<file path="config.mk">
export PLATFORM = sky130hd
export DESIGN_NAME = alu_serial_seq
export DESIGN_NICKNAME = d
export VERILOG_FILES = /design/src/rtl/bs_pkg.sv /design/src/rtl/alu_serial_seq.sv
export SDC_FILE = /design/constraint.sdc
export NUM_CORES = 1
export LEC_CHECK = 0
export CAP_MARGIN = 20
export CELL_PAD_IN_SITES_DETAIL_PLACEMENT = 0
export CELL_PAD_IN_SITES_GLOBAL_PLACEMENT = 1
export CORE_MARGIN = 4
export CORE_UTILIZATION = 34
export DETAILED_ROUTE_END_ITERATION = 8
export PLACE_DENSITY_LB_ADDON = 0.1
export SYNTH_ARGS = -nofsm -noshare
export SYNTH_HDL_FRONTEND = slang
export SYNTH_SLANG_ARGS = --single-unit
</file>
<file path="constraint.sdc">
create_clock -name clk -period 2 [get_ports clk]
set_input_delay 0.5 -clock clk [delete_from_list [all_inputs] [get_ports clk]]
set_output_delay 0.5 -clock clk [all_outputs]
set_load 0.02 [all_outputs]
</file>
<file path="src/rtl/bs_pkg.sv">
// Shared definitions for the serial ALU operand sequencer:
// ALU op codes and the sequencer state encoding.
package bs_pkg;

    localparam logic [2:0] OP_ADD  = 3'b000;
    localparam logic [2:0] OP_SUB  = 3'b001;
    localparam logic [2:0] OP_XOR  = 3'b010;
    localparam logic [2:0] OP_AND  = 3'b011;
    localparam logic [2:0] OP_OR   = 3'b100;
    localparam logic [2:0] OP_SLLI = 3'b101;
    localparam logic [2:0] OP_SRLI = 3'b110;

    typedef enum logic [1:0] {
        ST_IDLE = 2'b00,
        ST_RUN  = 2'b01,
        ST_CAPT = 2'b10,
        ST_DONE = 2'b11
    } seq_state_e;

endpackage

</file>
<file path="src/rtl/alu_serial_seq.sv">
// Operand sequencer around a 1-bit serial ALU: streams operands LSB-first
// and reassembles the result. ALU_SEQ_SHIFT_EN enables SLLI/SRLI remapping.
module alu_serial_seq
    import bs_pkg::*;
#(
    parameter int WIDTH = 8
) (
    input  logic                     clk,
    input  logic                     rst_n,
    input  logic                     in_valid,
    output logic                     in_ready,
    input  logic [2:0]               in_op,
    input  logic [WIDTH-1:0]         in_a,
    input  logic [WIDTH-1:0]         in_b,
    input  logic [$clog2(WIDTH)-1:0] in_shamt,
    output logic                     out_valid,
    input  logic                     out_ready,
    output logic [WIDTH-1:0]         out_result,
    output logic                     alu_rs1,
    output logic                     alu_rs2,
    output logic [2:0]               alu_op,
    output logic                     alu_en,
    output logic                     alu_start,
    input  logic                     alu_result
);

    localparam int SW = $clog2(WIDTH);
    localparam logic [SW-1:0] LAST_I = SW'(WIDTH - 1);

    seq_state_e       state_q, state_d;
    logic [SW-1:0]    i_q, i_d;
    logic [WIDTH-1:0] a_q, a_d;
    logic [WIDTH-1:0] b_q, b_d;
    logic [2:0]       op_q, op_d;
    logic             cap_en_q, cap_en_d;
    logic [WIDTH-1:0] res_q, res_d;
    logic             alu_en_q, alu_en_d;
    logic             alu_start_q, alu_start_d;
    logic             alu_rs1_q, alu_rs1_d;
    logic             alu_rs2_q, alu_rs2_d;
    logic [SW-1:0]    idx;
    logic             src_ok;

`ifdef ALU_SEQ_SHIFT_EN
    localparam int SW1 = SW + 1;
    localparam logic [SW:0] W_LIM = SW1'(WIDTH);
    logic [SW-1:0] shamt_q, shamt_d;
    logic [SW:0]   sft;
`else
    logic unused_shamt;
    assign unused_shamt = ^in_shamt;
`endif

    always_comb begin
        state_d  = state_q;
        i_d      = i_q;
        a_d      = a_q;
        b_d      = b_q;
        op_d     = op_q;
`ifdef ALU_SEQ_SHIFT_EN
        shamt_d  = shamt_q;
`endif
        cap_en_d = alu_en_q;
        res_d    = cap_en_q ? {alu_result, res_q[WIDTH-1:1]} : res_q;

        unique case (state_q)
            ST_IDLE: begin
                if (in_valid) begin
                    a_d     = in_a;
                    b_d     = in_b;
                    op_d    = in_op;
`ifdef ALU_SEQ_SHIFT_EN
                    shamt_d = in_shamt;
`endif
                    i_d     = '0;
                    state_d = ST_RUN;
                end
            end
            ST_RUN: begin
                if (i_q == LAST_I) begin
                    state_d = ST_CAPT;
                end else begin
                    i_d = i_q + 1'b1;
                end
            end
            ST_CAPT: state_d = ST_DONE;
            ST_DONE: begin
                if (out_ready) begin
                    state_d = ST_IDLE;
                end
            end
            default: state_d = ST_IDLE;
        endcase

        // ALU-facing bits are computed from next-state values so they register
        idx    = i_d;
        src_ok = 1'b1;
`ifdef ALU_SEQ_SHIFT_EN
        sft = '0;
        if (op_d == OP_SLLI) begin
            src_ok = (i_d >= shamt_d);
            idx    = i_d - shamt_d;
        end else if (op_d == OP_SRLI) begin
            sft    = {1'b0, i_d} + {1'b0, shamt_d};
            src_ok = (sft < W_LIM);
            idx    = sft[SW-1:0];
        end
`endif
        alu_en_d    = (state_d == ST_RUN);
        alu_start_d = alu_en_d && (state_q == ST_IDLE);
        alu_rs2_d   = alu_en_d && b_d[i_d];
        alu_rs1_d   = alu_en_d && src_ok && a_d[idx];
    end

    always_ff @(posedge clk) begin
        if (!rst_n) begin
            state_q     <= ST_IDLE;
            i_q         <= '0;
            a_q         <= '0;
            b_q         <= '0;
            op_q        <= '0;
`ifdef ALU_SEQ_SHIFT_EN
            shamt_q     <= '0;
`endif
            cap_en_q    <= 1'b0;
            res_q       <= '0;
            alu_en_q    <= 1'b0;
            alu_start_q <= 1'b0;
            alu_rs1_q   <= 1'b0;
            alu_rs2_q   <= 1'b0;
        end else begin
            state_q     <= state_d;
            i_q         <= i_d;
            a_q         <= a_d;
            b_q         <= b_d;
            op_q        <= op_d;
`ifdef ALU_SEQ_SHIFT_EN
            shamt_q     <= shamt_d;
`endif
            cap_en_q    <= cap_en_d;
            res_q       <= res_d;
            alu_en_q    <= alu_en_d;
            alu_start_q <= alu_start_d;
            alu_rs1_q   <= alu_rs1_d;
            alu_rs2_q   <= alu_rs2_d;
        end
    end

    assign in_ready   = (state_q == ST_IDLE);
    assign out_valid  = (state_q == ST_DONE);
    assign out_result = res_q;
    assign alu_op     = op_q;
    assign alu_en     = alu_en_q;
    assign alu_start  = alu_start_q;
    assign alu_rs1    = alu_rs1_q;
    assign alu_rs2    = alu_rs2_q;

endmodule

</file>
# After elaboration in Yosys (flattened, before gate mapping)
# Index checks and enable logic that the tools add are counted.
# totals
out_inout_bits	17
register_bits	37
# op_classes
reduce_logical	5
n_mux	15
add_sub_neg	1
order_cmp	1
n_eq_ne	5
# op_table
operator	count
8-bit two-way mux	4
2-bit case mux with 4 select lines	1
1-bit binary-select mux with 3-bit select	2
2-bit two-way mux	3
3-bit two-way mux	2
3-bit case mux with 2 select lines	1
2-bit by 1-bit equality test with 1-bit output (second input constant)	2
2-bit equality test (second input constant)	2
3-bit by 4-bit less-than comparator with 1-bit output (second input constant)	1
3-bit by 1-bit adder with 3-bit output (second input constant)	1
3-bit equality test (second input constant)	1
1-bit logical AND	3
2-bit zero test	1
1-bit two-way mux	2
2-bit AND reduction	1

# Depth between registers and ports, before layout
# logic_depth
ltp_word	6
ltp_mapped	7
ltp_nobuf	7

# Least setup slack after synthesis
# Ideal clock, no wire load.
# synth_timing
path_kind	register -> register
start	reg i_q[0]
end	reg alu_rs1_q, in the netlist alu_rs1
path_stages_with_launch	8
t_required_ns	1.908
arrival_ns	1.767
setup_time_ns	0.092
path_slack_ns	0.141
synth_period_minus_slack_ns	1.859
path_cell_list	dfxtp_1 > ha_1 > a211o_1 > a21boi_4 > or2_4 > mux2i_1 > o2111a_1 > nor4_1
# synth_via
elab_chain_len	6
# synth_lines
element	line_no	text
from (decl)	alu_serial_seq.sv:31	logic [SW-1:0] i_q, i_d;
from (signal assigned)	alu_serial_seq.sv:133	i_q <= i_d;
3-bit by 1-bit adder with 3-bit output or 3-bit equality test (tied branches)	alu_serial_seq.sv:83, alu_serial_seq.sv:80	
3-bit two-way mux	alu_serial_seq.sv:80	if (i_q == LAST_I) begin
3-bit case mux with 2 select lines	alu_serial_seq.sv:66	unique case (state_q)
1-bit binary-select mux with 3-bit select	alu_serial_seq.sv:112	alu_rs1_d = alu_en_d && src_ok && a_d[idx];
1-bit two-way mux (implied by the code)	alu_serial_seq.sv:112	
1-bit logical AND (*)	alu_serial_seq.sv:112	
to (signal assigned)	alu_serial_seq.sv:144	alu_rs1_q <= alu_rs1_d;
to (decl)	alu_serial_seq.sv:39	logic alu_rs1_q, alu_rs1_d;
# Mark *: on every way between the ends. The rest lies on a longest branch, timed or not. The select of a mux whose other input is x is not followed.
# A chain may end at the register's enable or synchronous reset.

# Final worst setup path
# layout_timing
start	reg state_q[1]
end	out out_valid
# layout_via
elab_chain_len	1
# layout_lines
element	line_no	text
from (decl)	alu_serial_seq.sv:30	seq_state_e state_q, state_d;
from (signal assigned)	alu_serial_seq.sv:132	state_q <= state_d;
2-bit equality test	alu_serial_seq.sv:150	assign out_valid = (state_q == ST_DONE);
to (decl)	alu_serial_seq.sv:16	output logic out_valid,
# Every way passes these cells.

==> flow_metrics.env <==
export IMPL_htreeDepth=2
export IMPL_synth_warnings=0
export IMPL_reg2reg_slack_ns=0.11
export IMPL_critPathKind="register to primary output"
export IMPL_worstHoldStart="alu_op[0]"
export IMPL_synth_top_family_by_area="simple AND/OR/NAND/NOR gates"
export IMPL_rsz0062_at_grt="false"
export IMPL_finClkSkew_ns=0.00615
export IMPL_reg2reg_from="i_q[0]"
export IMPL_cp_required_ns=1.50
export IMPL_synth_compound_area_share_pct=17.3
export IMPL_hold_class="register to register"
export IMPL_synth_xor_area_share_pct=0
export IMPL_grt_antenna_before_repair=0
export IMPL_fmax_mhz=516
export IMPL_path_clk_slew_ns=0.07
export IMPL_final_util_pct=51.9
export IMPL_period_minus_slack_ns=1.94
export IMPL_path_cells="and2_1 -> clkdlybuf4s50_1"
export IMPL_post_cts_setup_buffers=0
export IMPL_whs_ns=0.458
export IMPL_status="finished clean"
export IMPL_slew_violations=0
export IMPL_power_leakage_nw=0.892
export IMPL_post_drt_wl_per_cell_microns=12.6
export IMPL_pre_cts_slack_ns=-0.303
export IMPL_power_density_nw_per_um2=730
export IMPL_cp_data_arrival_time_ns=1.44
export IMPL_clk_path_buf_depth=2
export IMPL_rr_endpoint="alu_rs1"
export IMPL_root_buffer="clkbuf_8"
export IMPL_hold_buffers=0
export IMPL_hold_path_depth=2
export IMPL_grt_use_total_pct=14.3
export IMPL_slew_headroom_pct=71.1
export IMPL_setup_violations=0
export IMPL_dp_hpwl_microns=2800
export IMPL_grt_pass1_wl_microns=6120
export IMPL_syn_area_sq_um=1540
export IMPL_final_common_cell="nand2_1"
export IMPL_fp_row_count=24
export IMPL_avgSynthCellArea_sq_um=8.31
export IMPL_die_h_microns=75.2
export IMPL_synth_nets=213
export IMPL_crit_path_top_delay_cell="clkdlybuf4s50_1"
export IMPL_grt_pass1_vias=1417
export IMPL_timing_final_ws_setup_ns=0.0616
export IMPL_totalWireLength_microns=3720
export IMPL_worst_path_max_fanout=9
export IMPL_syn_inst=185
export IMPL_n_antenna_cell=0
export IMPL_peakVddDrop_mv=0.452
export IMPL_rr_worst_depth=8
export IMPL_synth_seq_cells=37
export IMPL_io_pins=44
export IMPL_tightest_slew_ns=0.432
export IMPL_synth_simple_gate_area_share_pct=23.5
export IMPL_hold_viol_final=0
export IMPL_period_share_pct=96.9
export IMPL_synth_cell_types=36
export IMPL_synth_seq_area_share_pct=48.2
export IMPL_die_x_microns=75.2
export IMPL_syn_to_final_growth_pct=47.1
export IMPL_cts_sinks=37
export IMPL_ys_top_cells_by_area="dfxtp_1 (48%), nand2_1 (12%), a21oi_1 (7.5%), mux2i_1 (6.5%), nor2_1 (3.7%)"
export IMPL_cap_violations=0
export IMPL_p_total_mw=1.65
export IMPL_hold_end="alu_op[0]"
export IMPL_critPathLaunchType="register"
export IMPL_synth_top_cell_area_share_pct=48.2
export IMPL_mostFrequentLayoutCells="nand2_1 (50), clkdlybuf4s50_1 (38), dfxtp_1 (35), a21oi_1 (22), buf_4 (22)"
export IMPL_cpPeakStageDelay_ns=0.59
export IMPL_first_pass_iters=4
export IMPL_die_area_sq_um=5660
export IMPL_drive_gt1_share_pct=17.2
export IMPL_first_iter_violations=43
export IMPL_critPathCaptureType="primary output"
export IMPL_port_buffers=40
export IMPL_clock_latency_ns=0.28
export IMPL_coreArea_sq_um=4350
export IMPL_synth_largest_area_cell="dfxtp_1"
export IMPL_start_util_pct=35.3
export IMPL_place_congestion=0.849
export IMPL_route_vias_total=1444
export IMPL_synthMuxAreaShare_pct=6.51
export IMPL_synth_fa_ha_area_share_pct=0.814
export IMPL_grt_remaining_overflow=0
export IMPL_nets=272
export IMPL_drcViolationCount=0
export IMPL_cts_buffers_inserted=5
export IMPL_vias_per_cell=4.88
export IMPL_cts_tree="done"
export IMPL_grt_start_max_net_pins=33
export IMPL_postRouteAntennaNets=0
==> worst max-delay path: cells and delay by family (launching register included) <==
kind | cells | cell delay [ns]
DFF | 1 | 0.42
and+or+nand+nor | 1 | 0.14
buffers and inverters | 1 | 0.59
==> per-layer routing <==
layer	vias to the layer above	share of wire, %	global-route usage [%]
li1	742	-	-
met1	658	43	16.5
met2	37	48	23.8
met3	7	6.9	4.41
met4	0	2.3	7.57
met5	-	0	0
==> stage by stage <==
stage / TNS [ns] / std cells / area [sq um]
2_1_floorplan: 0 / 185 / 1540
3_3_place_gp: -0.396 / 289 / 2130
3_5_place_dp: -0.507 / 289 / 2130
4_1_cts: -0.00614 / 296 / 2240
5_1_grt: 0 / 296 / 2260
6_report: 0 / 296 / 2260
==> logic make-up after synthesis <==
kind of cell / count (synthesis)
compound gates: 40
fa+ha+maj: 1
buf+inv: 13
flops: 37
mux: 10
simple gates: 84
==> layout make-up <==
cell class,instances,area (sq um)
fillers,428,2090
flip-flops and latches,37,743
repair buffers,62,571
inverters,3,11.3
clock inverters,2,35.0
well taps,52,65.1
multi-input cells,135,766
clock buffers,5,68.8
==> where the power goes <==
group          switching, mW  leakage, nW  total, mW  internal [mW]
Sequential            0.0230        0.303      0.794          0.771
Clock                  0.250       0.0540      0.613          0.362
Combinational          0.109        0.535      0.243          0.134
Total                  0.383        0.892       1.65           1.27
==> timing repair <==
item,CTS,global route
pin swaps,0,4
gates resized for setup,2,8
setup endpoints to repair,3,3
==> synthesized netlist by cell type <==
cell        n
and2_1      2
nand3_1     5
or3b_2      1
dfxtp_1    37
or3_1       1
buf_2       2
o21ai_0     2
nor3_1      3
o21a_1      3
nor4_1      1
a21o_2      1
o31ai_1     1
nand2b_1    1
and3_1      1
a2111oi_0   1
or2_4       1
clkbuf_1    6
nor3b_1     1
inv_1       3
nand2_1    50
a211o_1     1
a21oi_2     1
a21boi_4    1
nor2_1     15
nand4_1     1
a21boi_0    1
nand4b_1    1
a32o_1      1
a2bb2oi_1   1
buf_1       1
a21oi_1    23
o311ai_0    1
o2111a_1    2
mux2i_1    10
buf_4       1
ha_1        1
==> how the worst max path moves through the flow <==
stage,from,end,cells after the start
after global routing,state_q[1],out_valid,2
after floorplan,i_q[0],alu_rs1,7
final,state_q[1],out_valid,2
after detailed placement,in_valid,alu_rs1,7
after global placement,in_valid,alu_rs1,7
after CTS,in_valid,alu_rs1,7
==> sequential cells by signal (all words and copies together) (netlist names) <==
signal and cells:
a_q 8, alu_en 1, alu_op 3, alu_rs1 1
alu_rs2 1, alu_start 1, b_q 8, cap_en_q 1
i_q 3, out_result 8, state_q 2
Power figures use the tool's default switching activity.
